==> src/rtl/serial_subtractor.sv <==
// Bit-serial subtractor: diff = a - b - bin, one bit per clock, LSB first.
// Optional macro SERIAL_SUB_OVF_EN adds the signed-overflow output ovf.
module serial_subtractor #(
  parameter int WIDTH = 4
) (
  input  logic             Clock,
  input  logic             Resetn,
  input  logic             start,
  input  logic [WIDTH-1:0] a,
  input  logic [WIDTH-1:0] b,
  input  logic             bin,
  output logic             busy,
  output logic             done,
  output logic [WIDTH-1:0] diff,
  output logic             bout
`ifdef SERIAL_SUB_OVF_EN
  ,
  output logic             ovf
`endif
);

  localparam int CW = $clog2(WIDTH) + 1;

  typedef enum logic [1:0] {
    S_IDLE = 2'd0,
    S_RUN  = 2'd1,
    S_DONE = 2'd2
  } state_t;

  state_t           state_q, state_d;
  logic [WIDTH-1:0] a_q, a_d, b_q, b_d;
  logic [WIDTH-2:0] res_q, res_d;
  logic             br_q, br_d;
  logic [CW-1:0]    cnt_q, cnt_d;
  logic             busy_q, busy_d, done_q, done_d;
  logic [WIDTH-1:0] diff_q, diff_d;
  logic             bout_q, bout_d;
`ifdef SERIAL_SUB_OVF_EN
  logic             a_msb_q, a_msb_d, b_msb_q, b_msb_d;
  logic             ovf_q, ovf_d;
`endif

  logic             accept_s;
  logic             last_s;
  logic             d_bit_s;
  logic             br_next_s;
  logic [WIDTH-1:0] shift_s;

  // Full-subtractor cell and the result register with the new bit in its MSB
  always_comb begin
    d_bit_s   = a_q[0] ^ b_q[0] ^ br_q;
    br_next_s = (~a_q[0] & b_q[0]) | (~(a_q[0] ^ b_q[0]) & br_q);
    shift_s   = {d_bit_s, res_q};
    accept_s  = start && ((state_q == S_IDLE) || (state_q == S_DONE));
    last_s    = (cnt_q == CW'(WIDTH - 1));
  end

  // Next-state, datapath and output logic
  always_comb begin
    state_d = state_q;
    a_d     = a_q;
    b_d     = b_q;
    res_d   = res_q;
    br_d    = br_q;
    cnt_d   = cnt_q;
    busy_d  = 1'b0;
    done_d  = 1'b0;
    diff_d  = diff_q;
    bout_d  = bout_q;
`ifdef SERIAL_SUB_OVF_EN
    a_msb_d = a_msb_q;
    b_msb_d = b_msb_q;
    ovf_d   = ovf_q;
`endif
    if (accept_s) begin
      state_d = S_RUN;
      a_d     = a;
      b_d     = b;
      br_d    = bin;
      res_d   = '0;
      cnt_d   = '0;
      busy_d  = 1'b1;
`ifdef SERIAL_SUB_OVF_EN
      a_msb_d = a[WIDTH-1];
      b_msb_d = b[WIDTH-1];
`endif
    end else begin
      case (state_q)
        S_IDLE: state_d = S_IDLE;
        S_RUN: begin
          a_d   = {1'b0, a_q[WIDTH-1:1]};
          b_d   = {1'b0, b_q[WIDTH-1:1]};
          res_d = shift_s[WIDTH-1:1];
          br_d  = br_next_s;
          cnt_d = cnt_q + CW'(1);
          if (last_s) begin
            // Results are published only here, so partial sums never show.
            state_d = S_DONE;
            done_d  = 1'b1;
            diff_d  = shift_s;
            bout_d  = br_next_s;
`ifdef SERIAL_SUB_OVF_EN
            ovf_d   = (a_msb_q ^ b_msb_q) & (a_msb_q ^ d_bit_s);
`endif
          end else begin
            state_d = S_RUN;
            busy_d  = 1'b1;
          end
        end
        S_DONE:  state_d = S_IDLE;
        default: state_d = S_IDLE;
      endcase
    end
  end

  // State and datapath registers
  always_ff @(posedge Clock or negedge Resetn) begin
    if (!Resetn) begin
      state_q <= S_IDLE;
      a_q     <= '0;
      b_q     <= '0;
      res_q   <= '0;
      br_q    <= 1'b0;
      cnt_q   <= '0;
      busy_q  <= 1'b0;
      done_q  <= 1'b0;
      diff_q  <= '0;
      bout_q  <= 1'b0;
`ifdef SERIAL_SUB_OVF_EN
      a_msb_q <= 1'b0;
      b_msb_q <= 1'b0;
      ovf_q   <= 1'b0;
`endif
    end else begin
      state_q <= state_d;
      a_q     <= a_d;
      b_q     <= b_d;
      res_q   <= res_d;
      br_q    <= br_d;
      cnt_q   <= cnt_d;
      busy_q  <= busy_d;
      done_q  <= done_d;
      diff_q  <= diff_d;
      bout_q  <= bout_d;
`ifdef SERIAL_SUB_OVF_EN
      a_msb_q <= a_msb_d;
      b_msb_q <= b_msb_d;
      ovf_q   <= ovf_d;
`endif
    end
  end

  assign busy = busy_q;
  assign done = done_q;
  assign diff = diff_q;
  assign bout = bout_q;
`ifdef SERIAL_SUB_OVF_EN
  assign ovf  = ovf_q;
`endif

endmodule
==> config.mk <==
export PLATFORM = sky130hd
export DESIGN_NAME = serial_subtractor
export DESIGN_NICKNAME = d
export VERILOG_FILES = /design/src/rtl/serial_subtractor.sv
export SDC_FILE = /design/constraint.sdc
export NUM_CORES = 1
export LEC_CHECK = 0
export BUFFER_PORTS_ARGS = -buffer_cell sky130_fd_sc_hd__buf_2
export CORE_MARGIN = 3
export CORE_UTILIZATION = 42
export DETAILED_ROUTE_END_ITERATION = 8
export HOLD_SLACK_MARGIN = 0.1
export PLACE_DENSITY_LB_ADDON = 0.12
export SLEW_MARGIN = 25
export SYNTH_ARGS = -nofsm -noshare
export SYNTH_HDL_FRONTEND = slang
export SYNTH_SLANG_ARGS = --single-unit
==> constraint.sdc <==
create_clock -name Clock -period 3.5 [get_ports Clock]
set_input_delay 0.525 -clock Clock [delete_from_list [all_inputs] [get_ports Clock]]
set_output_delay 0.525 -clock Clock [all_outputs]
set_load 0.01 [all_outputs]
## Word level (Yosys, flattened, before mapping)

Index checks and enable logic that the tools add are counted.

- Register bits: 24
- Bits in latches: 0
- Bits in writable memories: 0
- Bits in read-only memories: 0
- Input bits: 12
- Output and inout bits: 7
- Memories kept: 0

- Add/sub/neg operators: 1
- Multiply operators: 0
- Divide/modulo/power cells: 0
- Magnitude comparators: 0
- Equal/unequal tests: 3
- Shifts and indexed selects: 0
- Multiplexer cells: 19
- Bitwise operators: 8
- Reduce and logical (&&, ||, !) cells: 5

Operators by type and width:

| operator | count |
|---|---|
| 4-bit 2-to-1 mux | 4 |
| 3-bit 2-to-1 mux | 4 |
| 1-bit 2-to-1 mux | 8 |
| 2-bit 2-to-1 mux | 3 |
| 3-bit by 1-bit adder with 3-bit output (second input constant) | 1 |
| 3-bit by 2-bit equality test with 1-bit output (second input constant) | 1 |
| 1-bit NOT | 3 |
| 3-bit AND reduction | 1 |
| 1-bit bitwise AND | 2 |
| 2-bit by 1-bit equality test with 1-bit output (second input constant) | 1 |
| 2-bit equality test (second input constant) | 1 |
| 2-bit zero test | 1 |
| 2-bit nonzero test | 1 |
| 1-bit bitwise XOR | 2 |
| 1-bit logical AND | 1 |
| 1-bit logical OR | 1 |
| 1-bit bitwise OR | 1 |

## Depth between registers and ports, before layout

- Word-level depth: 6
- Mapped depth: 5
- Depth with buffers taken out: 5

## Least setup slack after synthesis

No wires, ideal clock.

- Path kind: register to register
- Start point: reg a_q[0]
- End point: reg res_q[2]
- Library setup time: 0.121 ns
- Arrival time: 1.292 ns
- Data required time: 3.379 ns
- Slack: 2.088 ns
- Cell stages (with the launch flop): 4
- Buffers on the path: 0
- Period minus slack after synthesis: 1.412 ns
- Cells stage by stage: dfrtp_1 > fa_1 > mux2_2 > a22o_1

- Longest elaborated chain between the ends: 4

Ends and longest elaborated chain:

| what | line | text |
|---|---|---|
| start: declaration | 31 | `logic [WIDTH-1:0] a_q, a_d, b_q, b_d;` |
| start signal: assignment | 120 | `a_q <= '0;` |
| start signal: assignment | 136 | `a_q <= a_d;` |
| 1-bit bitwise XOR (2 in series) | 51 | `d_bit_s = a_q[0] ^ b_q[0] ^ br_q;` |
| via d_bit_s | 45 | `logic d_bit_s;` |
| 3-bit 2-to-1 mux | 88 | `case (state_q)` |
| 3-bit 2-to-1 mux | 75 | `if (accept_s) begin` |
| end signal: assignment | 138 | `res_q <= res_d;` |
| end: declaration | 32 | `logic [WIDTH-2:0] res_q, res_d;` |

The timed path passes the listed nets, and every way through them passes these cells. The select of a mux whose other input is x is not followed.
A chain may end at the register's enable or synchronous reset.

## Worst setup path after layout

- Start point: reg busy_q (netlist: busy)
- End point: out busy

RTL lines:

| what | line | text |
|---|---|---|
| start: declaration | 35 | `logic busy_q, busy_d, done_q, done_d;` |
| start signal: assignment | 141 | `busy_q <= busy_d;` |
| end: declaration | 12 | `output logic busy,` |

No word-level cell between the ends.

==> results by group <==
Outcome
  – Run status: finished clean

GRT
  – Initial antenna violation count: 0
  – Vias in the first global route: 730
  – Gr usage total: 0.1294
  – GRT overflow: 0
  – Largest net degree at the start of global routing: 29
  – First-pass GRT wire length: 3.284 mm

Power and ir drop
  – Net Sw Frac: 0.3493
  – Power Density: 873.3 mW/mm²
  – Clk pwr share: 0.132
  – Comb pwr share: 0.403
  – VDD IR-drop max: between 0.5 and 0.6 mV
  – Net switching power: about 380 µW
  – P_int: about 710 µW
  – Seq pwr share: 0.465
  – Leak pwr: about 0.00059 µW

STA
  – Setup-failing EPs final: 0
  – Worst-Margin Slew: slightly below 0.9 ns
  – Unrepaired setup endpoints after global routing: false
  – Clock Skews: roughly 0.0052 ns
  – Max-Slew Margin vs Limit: 0.4069
  – Final period util: 0.5859
  – TNS Setup: 0 ns
  – Achievable Freq: a little under 500 MHz
  – Tmin final: a little over 2 ns
  – Final hold vios: 0
  – Slew Viols, Final: 0

Worst setup path
  – Crit-path cells: buf_2
  – CP Max Fanout: 28
  – Slowest cell delay on critical path: 0.95 ns
  – Worst R2R End: diff[2]
  – Critical Path RT: between 2 and 3 ns
  – Worst Setup Start Kind: flip-flop
  – R2R Setup Slk: between 1.5 and 2 ns
  – Delay-heaviest family, CP: flip-flops
  – CP Class: flip-flop to primary output
  – Slowest CP cell: dfrtp_1
  – CP endpoint kind: primary output
  – Buf/Inv on CP: 1
  – Worst EP arrival: between 1.5 and 2 ns
  – FF-to-FF Start: done
  – Cells on worst reg2reg path: 2

Routing
  – Final WL: approximately 1.9 mm
  – WL per Instance: between 10 and 15 µm
  – Drt initial violations: 6
  – Post-route ant nets: 0
  – Via count: slightly above 700
  – DRC errors left: 0
  – Drt pass-1 iters: 4
  – Vias/cell: just over 5

Place
  – Dpl cell area: 0.001209 mm²
  – Final GP Congestion: around 0.67
  – Post-placement cell count: approximately 130
  – DP HPWL: between 1 and 1.5 mm
  – Port Buf Inserts: 18

Logic synthesis
  – Commonest cells post-synth: dfrtp_1, mux2i_1, a211oi_1, a21oi_1, nor2b_1
  – YS warnings: 0
  – Post-synthesis register bit count: 22
  – Top-count cell post-synth: dfrtp_1
  – Post-synthesis cell type with the largest combined area: dfrtp_1
  – Synth top area cells: dfrtp_1, mux2i_1, mux2_4, a211oi_1, a22o_1
  – Synth Net Count: ~110
  – Post-synth EDFFs: 0
  – Leading register cell type out of synthesis: dfrtp_1
  – Cell area after synthesis: around 0.0011 mm²
  – Cells after Synth: 91
  – Post-synth ARST share: 1.000
  – Netlist cell types: 23
  – Top cell type's share of synthesized area: 0.4867
  – Avg Inst Size Synth: around 12 µm²
  – Sequential-to-total area share from yosys stat: 0.4867

Clocking
  – Sinks on the clock net: 22
  – Number of instances resized during post-cts repair: 0
  – Worst skew pair latency: about 0.31 ns
  – Hold buffers post-CTS: 0
  – Post-CTS setup buffer count: 0
  – CTS tree: built
  – Max Root-Sink Buffers: 2
  – CTS Buf Count: 3
  – H-tree depth: 1
  – Clk pin slew, worst setup/hold paths: 0.13 ns
  – Clock root buffer: clkbuf_4

Final layout
  – Multi-input gate area: a little over 500 µm²
  – Final std cells w/o fill: 137
  – Finished Cell Area: approximately 0.0012 mm²
  – FF/Latch Area: 550.5 µm²
  – # diodes: 0
  – Final nets: roughly 120
  – Fillers: roughly 230
  – Area grow syn2layout: 10.07%
  – Ratio of cells with drive above 1 in the final layout: 0.2991

Floorplan
  – Number of top-level pins: 19
  – Initial Utilization: 0.4484
  – Row cnt: 18
  – Die footprint: around 0.0034 mm²
  – Die Width: between 50 and 60 µm
  – Core ar.: roughly 0.0025 mm²
  – Die Y: between 50 and 60 µm

Hold path
  – Worst hold path type: input port to async pin

Flow run
  – Max-cap violations: 0
-- registers in the layout (all words and copies together) (netlist names) --
register / count
br_q: 1
busy: 1
a_q: 4
diff: 4
cnt_q: 3
done: 1
bout: 1
res_q: 3
b_q: 4
-- per-layer routing --
metal  track usage  share of wire  vias up
met4       0.05960         0.0064        0
met1        0.1669           0.51      328
met3       0.03118          0.048        2
li1              -              -      362
met5             0              0        -
met2        0.2048           0.44       15
-- cells by family (layout without fill, tap and decap cells) --
logic type               Yosys count  after routing  synth area share
AND/OR/NAND/NOR                   13             13           0.07522
adder cells (fa/ha/maj)            3              3           0.03982
AO/OA/AOI/OAI                     23             23            0.1372
multiplexers                      19             19            0.1958
XOR/XNOR                           1              1          0.007745
flip-flops                        22             22            0.4867
buffers and inverters             10             26           0.05751
-- power by group through the flow --
stage | clock (µW) | sequential [µW] | combinational [µW]
2_1_floorplan | 0 | 454 | 414
3_5_place_dp | 0 | 516 | 446
6_report | 144 | 505 | 438
4_1_cts | 149 | 510 | 447
3_3_place_gp | 0 | 508 | 434
5_1_grt | 157 | 531 | 508
-- worst reg2reg max path, delay by kind of cell, from the launching register on --
kind,cells,cell delay [ns]
simple gates,1,0.35
mux,1,0.31
flops,1,0.89
-- through the flow --
step | total power (µW) | hold slack [ns] | util | setup slack, ns
6_report | 1087 | 0.1560 | 0.4936 | 1.449
5_1_grt | 1196 | 0.1698 | 0.4936 | 1.306
4_1_cts | 1106 | 0.1726 | 0.4936 | 1.407
3_5_place_dp | 962.6 | 0.4786 | 0.4792 | 1.777
3_3_place_gp | 941.6 | 0.4678 | 0.4792 | 1.813
2_1_floorplan | 867.6 | 0.2294 | - | 2.088
-- cells in the final DEF, fill, tap and decap left out, drive strengths merged --
| cell type | count |
|---|---|
| clkbuf | 4 |
| a211oi | 7 |
| a21oi | 7 |
| ha | 2 |
| dfrtp | 22 |
| nand3b | 1 |
| nand3 | 2 |
| nor2b | 7 |
| mux2 | 10 |
| o21ai | 3 |
| nor2 | 2 |
| inv | 4 |
| mux2i | 9 |
| buf | 18 |
| fa | 1 |
| xnor2 | 1 |
| nand2 | 1 |
| a22o | 6 |
-- cell type report --
type                            instances  area share
Clock buffer                            4     0.02915
Inverter                                4     0.01206
Multi-Input combinational cell         59      0.4141
Sequential cell                        22      0.4422
Tap cell                               30     0.03015
Timing Repair Buffer                   18     0.07236
-- how the worst max path moves through the flow --
stage,startpoint,end,cells after the start
finish,busy,busy,1
global route,busy,busy,1
CTS,busy,busy,1
detailed placement,busy,busy,1
global placement,busy,busy,1
floorplan,a_q[0],res_q[2],3
Power figures use the tool's default switching activity.
